### src/rtl/dice_pkg.sv
// Shared definitions for the dice roller.
// Holds the display codes that the HEX-digit decoders understand, the legal
// die value range, and the roller FSM state encoding.
package dice_pkg;

   localparam logic [7:0] DISP_BLANK = 8'd99;
   localparam logic [7:0] DISP_DASH  = 8'hBF;
   localparam logic [2:0] DIE_MIN    = 3'd1;
   localparam logic [2:0] DIE_MAX    = 3'd6;

   typedef enum logic [1:0] {
      IDLE,
      ROLLING,
      SHOW
   } state_t;

endpackage

### src/rtl/button_conditioner.sv
// Roll push-button conditioner.
// Synchronizes the raw active-low button, debounces it and emits a one-cycle
// press pulse on each accepted 1->0 transition of the debounced level.
//   clk    : system clock
//   rst    : asynchronous active-high reset
//   btn_n  : raw asynchronous active-low button
//   press  : registered one-cycle pulse per accepted press
module button_conditioner #(
   parameter int DEBOUNCE_CYCLES = 500000
) (
   input  logic clk,
   input  logic rst,
   input  logic btn_n,
   output logic press
);

   localparam int CW = $clog2(DEBOUNCE_CYCLES + 1);
   localparam logic [CW-1:0] CNT_LOAD = CW'(DEBOUNCE_CYCLES - 1);

   logic          sync1;
   logic          sync2;
   logic          level;
   logic [CW-1:0] cnt;

   // Down-counter reloads whenever the synchronized input agrees with the
   // debounced level, so only an unbroken run of disagreeing cycles reaches 0.
   always_ff @(posedge clk or posedge rst) begin
      if (rst) begin
         sync1 <= 1'b1;
         sync2 <= 1'b1;
         level <= 1'b1;
         cnt   <= CNT_LOAD;
         press <= 1'b0;
      end else begin
         sync1 <= btn_n;
         sync2 <= sync1;
         press <= 1'b0;
         if (sync2 == level) begin
            cnt <= CNT_LOAD;
         end else if (cnt == '0) begin
            level <= sync2;
            cnt   <= CNT_LOAD;
            press <= ~sync2;
         end else begin
            cnt <= cnt - 1'b1;
         end
      end
   end

endmodule

### src/rtl/dice_roller.sv
// Dice roller: conditions the roll button, animates a timed roll and settles
// two dice on values 1..6 for the HEX-digit decoders.
//   clk       : system clock
//   rst       : asynchronous active-high reset
//   roll_n    : raw active-low roll button
//   clr       : synchronous clean level, forces IDLE
//   die0_num  : display code for die 0 (1..6 or dash)
//   die1_num  : display code for die 1 (1..6 or dash)
//   rolling   : high while the animation runs
//   done      : one-cycle pulse when a roll settles
//
// state   | meaning
// IDLE    | no roll yet or cleared; both dice show the dash code
// ROLLING | animation running; dice relatched from entropy every tick
// SHOW    | roll settled; dice held until the next press
module dice_roller
   import dice_pkg::*;
#(
   parameter int TICK_DIV        = 5000000,
   parameter int ROLL_TICKS      = 20,
   parameter int DEBOUNCE_CYCLES = 500000
) (
   input  logic       clk,
   input  logic       rst,
   input  logic       roll_n,
   input  logic       clr,
   output logic [7:0] die0_num,
   output logic [7:0] die1_num,
   output logic       rolling,
   output logic       done
);

   localparam int TW = $clog2(TICK_DIV);
   localparam int RW = $clog2(ROLL_TICKS + 1);
   localparam logic [TW-1:0] TICK_LAST = TW'(TICK_DIV - 1);
   localparam logic [RW-1:0] ROLL_LOAD = RW'(ROLL_TICKS);

   state_t        state;
   state_t        state_nxt;
   logic          press;
   logic [2:0]    c0;
   logic [2:0]    c1;
   logic [TW-1:0] tick_cnt;
   logic [TW-1:0] tick_nxt;
   logic [RW-1:0] remaining;
   logic [RW-1:0] rem_nxt;
   logic [7:0]    die0_nxt;
   logic [7:0]    die1_nxt;
   logic          done_nxt;
   logic          tick;
   logic          settle;

   button_conditioner #(
      .DEBOUNCE_CYCLES(DEBOUNCE_CYCLES)
   ) u_btn (
      .clk   (clk),
      .rst   (rst),
      .btn_n (roll_n),
      .press (press)
   );

   // Free-running entropy: the press instant relative to these counters is
   // what makes the outcome unpredictable to the player.
   always_ff @(posedge clk or posedge rst) begin
      if (rst) begin
         c0 <= DIE_MIN;
         c1 <= DIE_MIN;
      end else begin
         c0 <= (c0 == DIE_MAX) ? DIE_MIN : c0 + 3'd1;
         if (c0 == DIE_MAX) begin
            c1 <= (c1 == DIE_MAX) ? DIE_MIN : c1 + 3'd1;
         end
      end
   end

   assign tick    = (state == ROLLING) && (tick_cnt == TICK_LAST);
   assign settle  = tick && (remaining == RW'(1));
   assign rolling = (state == ROLLING);

   always_ff @(posedge clk or posedge rst) begin
      if (rst) begin
         state <= IDLE;
      end else begin
         state <= state_nxt;
      end
   end

   always_comb begin
      state_nxt = state;
      if (clr) begin
         state_nxt = IDLE;
      end else begin
         case (state)
            IDLE:    if (press)  state_nxt = ROLLING;
            ROLLING: if (settle) state_nxt = SHOW;
            SHOW:    if (press)  state_nxt = ROLLING;
            default:             state_nxt = IDLE;
         endcase
      end
   end

   // Next values of the registered outputs and roll timers. The IDLE branch
   // comes first so clr also swallows a coincident settle and its done.
   always_comb begin
      die0_nxt = die0_num;
      die1_nxt = die1_num;
      tick_nxt = tick_cnt;
      rem_nxt  = remaining;
      done_nxt = 1'b0;
      if (state_nxt == IDLE) begin
         die0_nxt = DISP_DASH;
         die1_nxt = DISP_DASH;
         tick_nxt = '0;
         rem_nxt  = '0;
      end else if (state != ROLLING && state_nxt == ROLLING) begin
         die0_nxt = {5'd0, c0};
         die1_nxt = {5'd0, c1};
         tick_nxt = '0;
         rem_nxt  = ROLL_LOAD;
      end else if (state == ROLLING) begin
         if (tick) begin
            die0_nxt = {5'd0, c0};
            die1_nxt = {5'd0, c1};
            tick_nxt = '0;
            rem_nxt  = remaining - 1'b1;
            done_nxt = settle;
         end else begin
            tick_nxt = tick_cnt + 1'b1;
         end
      end
   end

   always_ff @(posedge clk or posedge rst) begin
      if (rst) begin
         die0_num  <= DISP_DASH;
         die1_num  <= DISP_DASH;
         tick_cnt  <= '0;
         remaining <= '0;
         done      <= 1'b0;
      end else begin
         die0_num  <= die0_nxt;
         die1_num  <= die1_nxt;
         tick_cnt  <= tick_nxt;
         remaining <= rem_nxt;
         done      <= done_nxt;
      end
   end

endmodule

### config.mk
export PLATFORM = sky130hd
export DESIGN_NAME = dice_roller
export DESIGN_NICKNAME = d
export VERILOG_FILES = /design/src/rtl/dice_pkg.sv /design/src/rtl/button_conditioner.sv /design/src/rtl/dice_roller.sv
export SDC_FILE = /design/constraint.sdc
export NUM_CORES = 1
export LEC_CHECK = 0
export CAP_MARGIN = 40
export CORE_ASPECT_RATIO = 1.75
export CORE_UTILIZATION = 27
export CTS_CLUSTER_DIAMETER = 50
export DETAILED_ROUTE_END_ITERATION = 8
export PLACE_DENSITY = 0.47
export REMOVE_ABC_BUFFERS = 1
export SLEW_MARGIN = 20
export SYNTH_ARGS = -nofsm -noshare
export SYNTH_HDL_FRONTEND = slang
export SYNTH_SLANG_ARGS = --single-unit
### constraint.sdc
create_clock -name clk -period 2.7 [get_ports clk]
set_input_delay 0.27 -clock clk [delete_from_list [all_inputs] [get_ports clk]]
set_output_delay 0.27 -clock clk [all_outputs]
set_load 0.02 [all_outputs]
* After elaboration in Yosys (flattened, before gate mapping)
Cells that the tools add are included.
Cells by class: add/subtract/negate cells 5, eq/ne operators 9, multiplexer cells 30, bitwise operators 2, reduce and logical (&&, ||, !) cells 11
Operator list (number):
- 23-bit 2-to-1 mux | 4
- 8-bit 2-to-1 mux | 8
- 19-bit 2-to-1 mux | 2
- 23-bit by 1-bit adder with 23-bit output, second input constant | 1
- 23-bit == test, second input constant | 1
- 5-bit 2-to-1 mux | 4
- 19-bit zero test | 1
- 19-bit by 1-bit subtractor with 19-bit output, second input constant | 1
- 3-bit by 1-bit adder with 3-bit output, second input constant | 2
- 3-bit == test, second input constant | 2
- 1-bit 2-to-1 mux | 6
- 2-bit 2-to-1 mux | 3
- 3-bit 2-to-1 mux | 2
- 3-bit nonzero test | 2
- 5-bit by 1-bit == test with 1-bit output, second input constant | 1
- 5-bit by 1-bit subtractor with 5-bit output, second input constant | 1
- 2-bit by 1-bit == test with 1-bit output, second input constant | 2
- 2-bit zero test | 2
- 2-bit one-hot mux with 2 select lines | 1
- 2-bit AND reduction | 2
- 1-bit logical AND | 3
- 2-bit == test, second input constant | 1
- 2-bit by 1-bit inequality test with 1-bit output, second input constant | 1
- 1-bit NOT | 2
- 2 further kinds | 2
Storage, ports and cells: bits in registers 76, output and inout port bits 18

* Longest topological paths before layout
Gate-level depths: netlist of run 1.
word-level depth 10, gate-level depth with buffers 8

* By module
Synthesis of run 1 repeated with hierarchy kept, for this count alone.
Second synthesis, totals: cells, all modules 362, area, all modules 3631.0 um2
By module, submodules not included:
- dice_roller | times used 1, cells an instance 257, area each 2474.9 um2, seq. area each 1112.3 um2
- button_conditioner | times used 1, cells an instance 105, area each 1156.1 um2, seq. area each 593.1 um2

* Worst setup path before layout of run 1
Ideal clock, no wire load.
path kind register to register, start register u_btn.cnt[0], end register u_btn.cnt[8], setup time 81 ps, data arrival time 1954 ps, slack 665 ps, stages on the path, launching flop included 9, cells stage by stage dfstp_2 > inv_1 > ha_1 > nor4b_1 > nand4b_1 > or3_4 > and2_4 > buf_6 > o211ai_1
On the way: longest elaborated chain between the ends 3, elaborated cells on any way between the ends 4, those cells by class 1 x add/sub; 2 x mux; 1 x reduce/logical
RTL lines:
- start, declared | RTL line button_conditioner.sv:23 | logic [CW-1:0] cnt;
- start signal, assigned | RTL line button_conditioner.sv:45 | cnt <= cnt - 1'b1;
- 19-bit by 1-bit subtractor with 19-bit output / 19-bit zero test (equally long branches) | RTL line button_conditioner.sv:45, button_conditioner.sv:40
- 19-bit 2-to-1 mux * | RTL line button_conditioner.sv:40 | end else if (cnt == '0) begin
- 19-bit 2-to-1 mux * | RTL line button_conditioner.sv:38 | if (sync2 == level) begin
Mark *: on every way between the ends. The rest lies on a longest branch, timed or not. A chain may end at the register's enable or synchronous reset.

* Worst setup path in the final report of run 1
start register state[0], end register die1_num[2]
On the way: longest elaborated chain between the ends 10, elaborated cells on any way between the ends 19, those cells by class 4 x eq/ne; 6 x mux; 9 x reduce/logical
RTL lines:
- start, declared | RTL line dice_roller.sv:38 | state_t state;
- start signal, assigned | RTL line dice_roller.sv:84 | state <= state_nxt;
- 2-bit by 1-bit == test with 1-bit output | RTL line dice_roller.sv:76, dice_roller.sv:93, dice_roller.sv:120
- 1-bit logical AND | RTL line dice_roller.sv:76 | assign tick = (state == ROLLING) && (tick_cnt == TICK_LAST);
- 1-bit logical AND | RTL line dice_roller.sv:77 | assign settle = tick && (remaining == RW'(1));
- 2-bit 2-to-1 mux | RTL line dice_roller.sv:95 | ROLLING: if (settle) state_nxt = SHOW;
- 2-bit one-hot mux with 2 select lines | RTL line dice_roller.sv:93 | case (state)
- 2-bit 2-to-1 mux | RTL line dice_roller.sv:90 | if (clr) begin
- 2-bit by 1-bit == test with 1-bit output | RTL line dice_roller.sv:115 | end else if (state != ROLLING && state_nxt == ROLLING) begin
- 1-bit logical AND | RTL line dice_roller.sv:115
- 3-bit nonzero test (no source line) / 8-bit 2-to-1 mux (equally long branches)
- 2-bit AND reduction (no source line) / 8-bit 2-to-1 mux (equally long branches)
- end signal, assigned | RTL line dice_roller.sv:142 | die1_num <= die1_nxt;
- end, declared | RTL line dice_roller.sv:28 | output logic [7:0] die1_num,
Several ways; a longest one is shown, not always the timed one.

==> run_results.csv, run 1 <==
group,metric,value,unit
sta,hold_viol,0,
cells_and_area,instances_no_fill,482,
worst_setup_path,r2r_cells,5,
global_route,grtUsageTotal,0.1209,
global_route,grt_pass1_vias,2396,
worst_setup_path,crit_required,2960,ps
global_route,gr-total-overflow,0,
worst_setup_path,r2r-end,"die1_num[2]",
global_route,grt_pass1_wl,11.72,mm
clock_tree,tritoncts,"done",
synthesis,synth_most_common_cell,"nor2_1",
place,pre_cts_ws,506.6,ps
worst_setup_path,crit_path_max_fanout,28,
worst_setup_path,start_kind,"flip-flop",
clock_tree,cts.sinks,67,
floorplan,die_area,0.01265,mm2
cells_and_area,syn2layout_area_growth,17.76,%
clock_tree,ctsResizeCount,0,
cells_and_area,fillers,1229,
clock_tree,clk_root_buffer_cell,"clkbuf_16",
flow_run,maxCapViolations,0,
sta,fin_ws,507.9,ps
clock_tree,hold_buffers,0,
place,place_inst,466,
sta,fmax,456.2,MHz
power_and_ir_drop,peakVddDrop,0.2718,mV
worst_setup_path,worst_ep_arrival_time,2450,ps
floorplan,core,0.01194,mm2
clock_tree,cts_buffers,9,
worst_setup_path,r2r_slack,510,ps
synthesis,synth_edf_count,0,
synthesis,synthTopCellsByCount,"nor2_1 (48), dfrtp_1 (44), nand2_1 (27), xnor2_1 (27), dfstp_2 (23)",
synthesis,synth_top_area_share,0.3347,
clock_tree,cts_max_level,3,
sta,tns,0,ps
hold_path,hp-class,"input pin to asynchronous set/reset pin",
synthesis,synth.avg_cell_area,10.18,um2
cells_and_area,antennaDiodeCount,0,
cells_and_area,nets,348,
status,status,"finished clean",
sta,finalCritPeriodShare,0.8119,
synthesis,synth_ff_type,"dfrtp_1",
detailed_routing,drc,0,
detailed_routing,drt_wl_total,6.886,mm
worst_setup_path,endpoint_kind,"flip-flop",
worst_setup_path,crit_type,"flip-flop to flip-flop",
sta,finalCriticalPeriod,2192,ps
global_route,grt_start_max_net_pins,68,
detailed_routing,wl_per_cell,14.29,um
synthesis,yosys-top-cells-area,"dfrtp_1 (33%), dfstp_2 (18%), xnor2_1 (7.2%), nor2_1 (5.5%), xor2_1 (3.2%)",
synthesis,ys_seq_area_frac,0.5184,
detailed_routing,via_count,2292,
floorplan,std_cell_rows,53,
floorplan,start_util,0.2756,
power_and_ir_drop,power_per_cell_area,566.1,mW/mm2
detailed_routing,ant_nets,0,
worst_setup_path,worstReg2RegStart,"state[0]",
synthesis,synth_top_cell_by_area,"dfrtp_1",
synthesis,postSynthCellCount,323,
clock_tree,cts_max_path_buffers,2,
global_route,antenna_found_initial,0,
sta,setup_viol,0,
floorplan,io_pins,22,
cells_and_area,utilization,0.3245,
detailed_routing,drtIter0Drc,104,
sta,slew_headroom,0.6152,
sta,rsz0062_at_grt,"false",
sta,clock_skew,4.803,ps
synthesis,ys_ff_latch,67,
clock_tree,post_cts_buffers,0,
synthesis,synth_cell_types,49,
clock_tree,clk_pin_slew_worst_paths,50,ps
place,io_buffers,19,
sta,tightest_slew,577.3,ps
floorplan,die_w,85.44,um
sta,hold_ws,339.6,ps
synthesis,netlist_area,0.003289,mm2
clock_tree,clock_latency,330,ps
place,gp_congestion,0.8037,
synthesis,synthArstFlopShare,1.000,
floorplan,die_height,148.0,um
detailed_routing,firstDrtPassIters,4,
sta,maxSlewViolCount,0,
place,dp_hpwl,4.810,mm
synthesis,synth_warnings,0,
power_and_ir_drop,p_leak,1.524,nW
cells_and_area,final_layout_size_suffix_gt1_frac,0.1594,
detailed_routing,via_per_inst,4.755,
[cell type report]
| type | count | area [um2] | area share |
|---|---|---|---|
| flip-flops and latches | 67 | 1705 | 0.4402 |
| multi-input cells | 224 | 1411 | 0.3643 |
| clock buffers | 15 | 287.8 | 0.07429 |
| repair buffers | 24 | 240.2 | 0.06202 |
| well taps | 137 | 171.4 | 0.04425 |
| inverters | 14 | 52.55 | 0.01357 |
| clock inverters | 1 | 5.005 | 0.001292 |
[layout by cell type (no fill, tap or decap), types with 4 or more instances in the layout]
master / count
a21oi_1: 6
and4_1: 4
buf_4: 4
clkbuf_16: 9
clkbuf_8: 4
clkdlybuf4s50_1: 19
dfrtp_1: 44
dfstp_2: 23
ha_1: 4
inv_1: 13
nand2_1: 27
nand2b_1: 4
nand3_1: 8
nand3b_1: 4
nand4_1: 8
nor2_1: 48
nor3_1: 9
nor4_1: 11
nor4b_1: 5
o21ai_0: 5
o32a_1: 6
or3_1: 4
xnor2_1: 27
xor2_1: 12
[worst max path at each step]
stage,start,endpoint,cells after the start,slack (ps)
2_1_floorplan,u_btn.cnt[0],u_btn.level,6,730
3_3_place_gp,clr,tick_cnt[13],6,540
3_5_place_dp,state[0],die1_num[0],5,510
4_1_cts,state[0],die1_num[2],5,470
5_1_grt,state[0],die1_num[2],5,320
6_report,state[0],die1_num[2],5,510
[logic make-up (layout without fill, tap and decap cells)]
| group | count (synthesis) | in the layout | share of synthesized area |
|---|---|---|---|
| AND/OR/NAND/NOR | 149 | 149 | 0.2385 |
| flip-flops | 67 | 67 | 0.5184 |
| XOR/XNOR | 39 | 39 | 0.1038 |
| buffers and inverters | 33 | 54 | 0.05363 |
| multiplexers | 4 | 4 | 0.01293 |
| other | 1 | 2 | 0.001140 |
| AO/OA/AOI/OAI | 26 | 26 | 0.05630 |
| adder cells (fa/ha/maj) | 4 | 4 | 0.01522 |
[power breakdown]
| group | leakage, nW | internal (W) | switching, W | total [W] |
|---|---|---|---|---|
| registers | 0.852 | 0.00102 | 0.00000459 | 0.00102 |
| logic | 0.526 | 0.0000141 | 0.0000360 | 0.0000501 |
| clock network | 0.146 | 0.000721 | 0.000402 | 0.00112 |
| total | 1.52 | 0.00175 | 0.000442 | 0.00219 |
[stage by stage]
step                instance area, um2  power, W
floorplan                         3169  0.001065
global placement                  3581  0.001088
detailed placement                3581  0.001089
CTS                               3874  0.002235
global route                      3874  0.002285
finish                            3874  0.002193
[critical path, cell delays in order (launching register included)]
cell	delay, ps
dfrtp_1	510
nor4b_1	330
nand4_1	260
nor3_4	240
or2_2	510
o32a_1	270
[per-layer routing]
layer	up-vias	track usage	routed length [um]
li1	1131	-	-
met1	1119	0.1341	2872
met2	29	0.2096	3579
met3	13	0.03294	228
met4	0	0.06083	206
met5	-	0	0
[flip-flops by register name, indices dropped and copies added (netlist names)]
register and count:
remaining 5, u_btn.cnt 19, c0 3, done 1, die0_num 4, u_btn.sync2 1, u_btn.level 1, u_btn.press 1
state 2, u_btn.sync1 1, c1 3, die1_num 3, tick_cnt 23
Note: power is estimated with default switching activity, not from simulation.
==> inputs of run 2 (changes only) <==
- clock period: 2.7 -> 2.2 ns (I/O delays scaled with it)
==> run 2 against run 1 <==
Compared with the run above:
- flip-flop and latch count unchanged
- register-to-register slack got worse by 370 ps
- sequential share of layout area shrank 1.7 points
- worst hold slack worse by 65 ps
- critical path type unchanged
- clock skew increased by 5.9 ps
- clock power up 54%
- maximum frequency increased by 6.2%
- die area unchanged
- global-route usage is 0.65 points higher
- non-clock buffer count grew 10
- combinational power rose by 25%
- core utilization grew 1.3 points
==> run_results.csv, run 2 (same netlist as run 1, synthesis figures left out) <==
group,metric,value,unit
sta,finalCritPeriodShare,0.9381,
worst_setup_path,crit_required,2460,ps
worst_setup_path,worst_ep_arrival_time,2330,ps
detailed_routing,via_count,2313,
sta,rsz0062_at_grt,"false",
cells_and_area,utilization,0.3375,
floorplan,die_area,0.01265,mm2
floorplan,io_pins,22,
worst_setup_path,start_kind,"flip-flop",
global_route,grtUsageTotal,0.1275,
floorplan,core,0.01194,mm2
global_route,antenna_found_initial,0,
cells_and_area,post-route-cell-area,0.004029,mm2
detailed_routing,firstDrtPassIters,4,
place,dp_hpwl,5.014,mm
power_and_ir_drop,clkPwrFrac,0.569,
clock_tree,ctsResizeCount,0,
detailed_routing,drc,0,
place,io_buffers,19,
power_and_ir_drop,p_sw_frac,0.1991,
power_and_ir_drop,p_seq_frac,0.411,
sta,slew_headroom,0.5418,
cells_and_area,instances_no_fill,492,
clock_tree,tritoncts,"done",
power_and_ir_drop,p_leak,1.611,nW
global_route,grt_pass1_wl,12.26,mm
clock_tree,hold_buffers,0,
cells_and_area,top_register,"tick_cnt",
status,status,"finished clean",
detailed_routing,via_per_inst,4.701,
sta,tightest_slew,687.3,ps
place,place_inst,475,
sta,finalCriticalPeriod,2064,ps
sta,clock_skew,10.66,ps
worst_setup_path,slowest_stage,"nor4b_1",
worst_setup_path,cpLargestDelayFamily,"simple AND/OR/NAND/NOR gates",
detailed_routing,drt_wl_total,7.180,mm
power_and_ir_drop,internal_power,0.002439,W
cells_and_area,multi_input_area,0.001411,mm2
floorplan,std_cell_rows,53,
power_and_ir_drop,power_per_cell_area,755.8,mW/mm2
flow_run,maxCapViolations,0,
sta,setup_viol,0,
clock_tree,clk_root_buffer_cell,"clkbuf_16",
cells_and_area,final_cell_mix,"nor2_1 (48), dfrtp_1 (44), nand2_1 (27), xnor2_1 (27), dfstp_2 (23)",
cells_and_area,top_regs,"tick_cnt: 23 flops, u_btn.cnt: 19 flops, remaining: 5 flops",
place,gp_congestion,0.8031,
clock_tree,cts_max_path_buffers,2,
power_and_ir_drop,p_sw,0.0006061,W
worst_setup_path,endpoint_kind,"flip-flop",
worst_setup_path,crit_path_max_fanout,6,
sta,hold_viol,0,
detailed_routing,ant_nets,0,
sta,fmax,484.5,MHz
detailed_routing,wl_per_cell,14.59,um
worst_setup_path,worstReg2RegStart,"tick_cnt[17]",
sta,tns,0,ps
clock_tree,clock_latency,340,ps
floorplan,die_height,148.0,um
cells_and_area,final_layout_size_suffix_gt1_frac,0.1887,
worst_setup_path,worst-path-buf-inv,1,
power_and_ir_drop,peakVddDrop,0.3566,mV
cells_and_area,nets,358,
cells_and_area,fillers,1226,
worst_setup_path,crit_path_start,"tick_cnt[17]",
global_route,gr-total-overflow,0,
cells_and_area,largest_reg_flops,23,
sta,maxSlewViolCount,0,
global_route,grt_start_max_net_pins,68,
worst_setup_path,cp_cell_sequence,"nor4b_1, nand4_1, nor3_4, buf_4, mux2_2, nor2_1",
floorplan,start_util,0.2756,
clock_tree,cts_buffers,9,
place,place_area,0.003661,mm2
floorplan,die_w,85.44,um
hold_path,hp-class,"input pin to asynchronous set/reset pin",
power_and_ir_drop,comb_power_share,0.021,
global_route,grt_pass1_vias,2478,
detailed_routing,drtIter0Drc,112,
clock_tree,cts_max_level,3,
worst_setup_path,critPathMaxStageDelay,460,ps
cells_and_area,layout_commonest_cell,"nor2_1",
worst_setup_path,crit_type,"flip-flop to flip-flop",
cells_and_area,antennaDiodeCount,0,
cells_and_area,regArea,0.001705,mm2
cells_and_area,syn2layout_area_growth,22.48,%
clock_tree,cts.sinks,67,
clock_tree,clk_pin_slew_worst_paths,60,ps
-- run 2: changes by cell type in the layout (fill, tap and decap cells not counted), sizes merged --
cell    delta
inv        +1
buf       +10
bufinv     +3
clkbuf     -4
-- run 2: metrics by stage --
| step | setup WS, ps | total power, W | hold WS (ps) |
|---|---|---|---|
| 6_report | 136.2 | 0.003045 | 274.6 |
| 3_5_place_dp | 112.5 | 0.001337 | 347.2 |
| 2_1_floorplan | 226.9 | 0.001307 | 224.5 |
| 5_1_grt | 21.06 | 0.003164 | 299.8 |
| 3_3_place_gp | 79.96 | 0.001336 | 347.2 |
| 4_1_cts | 88.02 | 0.003096 | 278.9 |
-- run 2: final timing paths --
check / to / slack [ps] / depth (start not counted)
setup reg to reg: remaining[1] / 140 / 6
hold reg to reg: u_btn.sync2 / 350 / 0
hold / removal: c1[2] / 270 / 3
min in group clk: u_btn.sync1 / 290 / 1
setup / recovery: remaining[1] / 140 / 6
max in group asynchronous: u_btn.cnt[16] / 1590 / 3
-- run 2: final cells by class --
cell class | count | share of cell area
Sequential cell | 67 | 0.4233
Multi-Input combinational cell | 224 | 0.3503
Timing Repair Buffer | 34 | 0.08137
Clock buffer | 11 | 0.06273
Tap cell | 137 | 0.04255
Clock inverter | 5 | 0.02671
Inverter | 14 | 0.01304
-- run 2: repair_timing --
| item | 4_1_cts | 5_1_grt |
|---|---|---|
| setup endpoints to repair | 0 | 8 |
| endpoints found under the hold margin | 0 | 0 |
| setup buffers | 0 | 1 |
-- run 2: worst min-delay path, cell delays in order --
cell,delay [ps]
clkdlybuf4s50_1,410
inv_2,70
buf_12,300
-- run 2: power groups by stage --
stage               registers (W)  logic [W]  clock network (W)
detailed placement        0.00127  0.0000655                  0
global placement          0.00127  0.0000648                  0
CTS                       0.00125  0.0000659            0.00178
floorplan                 0.00127  0.0000362                  0
global route              0.00125  0.0000728            0.00184
finish                    0.00125  0.0000625            0.00173
-- run 2: per-layer routing --
metal  part of all wire  GRT usage  up-vias  routed length [um]
met4              0.024    0.05667        0                 169
met1               0.41     0.1388     1128                2977
met3              0.030    0.04076       10                 217
li1                   -          -     1153                   -
met2               0.53     0.2232       22                3815
met5                  0          0        -                   0
==> inputs of run 3 (changes only) <==
- CORE_MARGIN: not set -> 10
==> run 3 against run 2 <==
Compared with the run above:
- worst hold slack improved by 22 ps
- maximum frequency rose by 1.9%
- clock power fell by 13%
- die area rose by 36%
- non-clock buffer count fell by 2
- sequential share of layout area barely moved
- wire length rose by 0.93%
- critical path type unchanged
- critical endpoint is now u_btn.cnt[3]
==> run_results.csv, run 3 (same netlist as run 1, synthesis figures left out) <==
group,metric,value,unit
status,status,"finished clean",
clock_tree,cts_max_path_buffers,2,
cells_and_area,largest_reg_flops,23,
sta,maxSlewViolCount,0,
detailed_routing,wl_per_cell,13.99,um
global_route,grt_pass1_wl,12.54,mm
sta,clock_skew,4.926,ps
hold_path,hp-class,"input pin to asynchronous set/reset pin",
floorplan,io_pins,22,
detailed_routing,drtIter0Drc,75,
power_and_ir_drop,internal_power,0.002267,W
floorplan,core,0.01200,mm2
power_and_ir_drop,power_per_cell_area,700.0,mW/mm2
sta,fin_ws,175.1,ps
detailed_routing,drc,0,
place,dp_hpwl,5.262,mm
power_and_ir_drop,p_sw_frac,0.1956,
global_route,grt_start_max_net_pins,68,
power_and_ir_drop,comb_power_share,0.022,
clock_tree,tritoncts,"done",
sta,hold_viol,0,
sta,tns,0,ps
detailed_routing,ant_nets,0,
flow_run,maxCapViolations,0,
place,pre_cts_ws,20.80,ps
sta,finalCriticalPeriod,2025,ps
sta,tightest_slew,649.0,ps
sta,slew_headroom,0.5673,
worst_setup_path,worst_ep_arrival_time,2270,ps
sta,rsz0062_at_grt,"false",
power_and_ir_drop,peakVddDrop,0.4351,mV
place,io_buffers,19,
worst_setup_path,endpoint_kind,"flip-flop",
power_and_ir_drop,p_seq_frac,0.444,
cells_and_area,top_regs,"tick_cnt: 23 flops, u_btn.cnt: 19 flops, remaining: 5 flops",
global_route,grt_pass1_vias,2487,
clock_tree,clk_pin_slew_worst_paths,50,ps
place,gp_congestion,0.7798,
cells_and_area,nets,356,
worst_setup_path,crit_required,2440,ps
clock_tree,hold_buffers,0,
clock_tree,clk_root_buffer_cell,"clkbuf_16",
power_and_ir_drop,p_sw,0.0005510,W
sta,setup_viol,0,
worst_setup_path,start_kind,"flip-flop",
cells_and_area,antennaDiodeCount,0,
worst_setup_path,crit_path_max_fanout,9,
global_route,antenna_found_initial,0,
floorplan,die_w,103.4,um
floorplan,die_area,0.01717,mm2
clock_tree,cts_buffers,9,
detailed_routing,drt_wl_total,7.247,mm
floorplan,start_util,0.2741,
worst_setup_path,crit_type,"flip-flop to flip-flop",
floorplan,die_height,166.0,um
cells_and_area,syn2layout_area_growth,22.37,%
cells_and_area,layout_commonest_cell,"nor2_1",
global_route,gr-total-overflow,0,
sta,fmax,493.9,MHz
detailed_routing,via_per_inst,4.571,
cells_and_area,final_layout_size_suffix_gt1_frac,0.1870,
power_and_ir_drop,clkPwrFrac,0.533,
floorplan,std_cell_rows,53,
cells_and_area,final_cell_mix,"nor2_1 (48), dfrtp_1 (44), nand2_1 (27), xnor2_1 (27), dfstp_2 (23)",
power_and_ir_drop,p_leak,1.585,nW
global_route,grtUsageTotal,0.09358,
cells_and_area,top_register,"tick_cnt",
clock_tree,cts_max_level,3,
detailed_routing,via_count,2368,
clock_tree,cts.sinks,67,
clock_tree,clock_latency,330,ps
sta,finalCritPeriodShare,0.9204,
detailed_routing,firstDrtPassIters,4,
## run 3: path summary, 6_finish.rpt
| kind | startpoint | to | slack [ps] | cells after the start |
|---|---|---|---|---|
| worst max-delay path | u_btn.cnt[0] | u_btn.cnt[3] | 180 | 8 |
| worst min-delay path | rst | remaining[0] | 300 | 3 |
| worst max register to register | u_btn.cnt[0] | u_btn.cnt[3] | 180 | 8 |
| worst min register to register | u_btn.sync1 | u_btn.sync2 | 350 | 0 |
| max in group asynchronous | rst | die1_num[0] | 1580 | 3 |
| min in group clk | roll_n | u_btn.sync1 | 300 | 1 |
## run 3: repair_timing
item,4_1_cts,5_1_grt
buffers inserted,0,1
resized for setup,0,3
endpoints found under the hold margin,0,0
endpoints found under the setup margin,0,13
## run 3: layer usage
metal / vias up / GRT usage / routed length, um
met4: 0 / 0.05167 / 216
li1: 1144 / - / -
met5: - / 0 / 0
met1: 1177 / 0.09609 / 2785
met2: 31 / 0.1636 / 4043
met3: 16 / 0.02499 / 201
## run 3: through the flow
stage	utilization	area (um2)	hold WS, ps	power, W	instances
2_1_floorplan	-	3169	224.5	0.001307	305
3_3_place_gp	0.3067	3681	345.5	0.001337	501
5_1_grt	0.3353	4025	313.3	0.002933	518
3_5_place_dp	0.3067	3681	347.3	0.001337	501
4_1_cts	0.3332	3999	279.1	0.002867	517
6_report	0.3353	4025	296.4	0.002818	518
## run 3: cell type report
type / count / area [um2]
fill: 1217 / 7978
sequential: 67 / 1705
multi-input combinational: 224 / 1430
timing repair buffer: 32 / 312.8
clock buffer: 15 / 287.8
tap: 165 / 206.4
inverter: 14 / 52.55
clock inverter: 1 / 30.03
## run 3: power by group through the flow
| stage | logic (W) | clock network, W | registers (W) |
|---|---|---|---|
| 2_1_floorplan | 0.0000362 | 0 | 0.00127 |
| 3_3_place_gp | 0.0000654 | 0 | 0.00127 |
| 3_5_place_dp | 0.0000651 | 0 | 0.00127 |
| 4_1_cts | 0.0000653 | 0.00155 | 0.00125 |
| 5_1_grt | 0.0000723 | 0.00161 | 0.00125 |
| 6_report | 0.0000623 | 0.00150 | 0.00125 |
## run 3: critical path, stage by stage (launching register included)
cell	delay (ps)
dfstp_2	550
inv_1	40
ha_1	210
nor4b_2	160
buf_4	140
nand4b_1	140
or3_4	170
nand2_2	130
or3_1	410
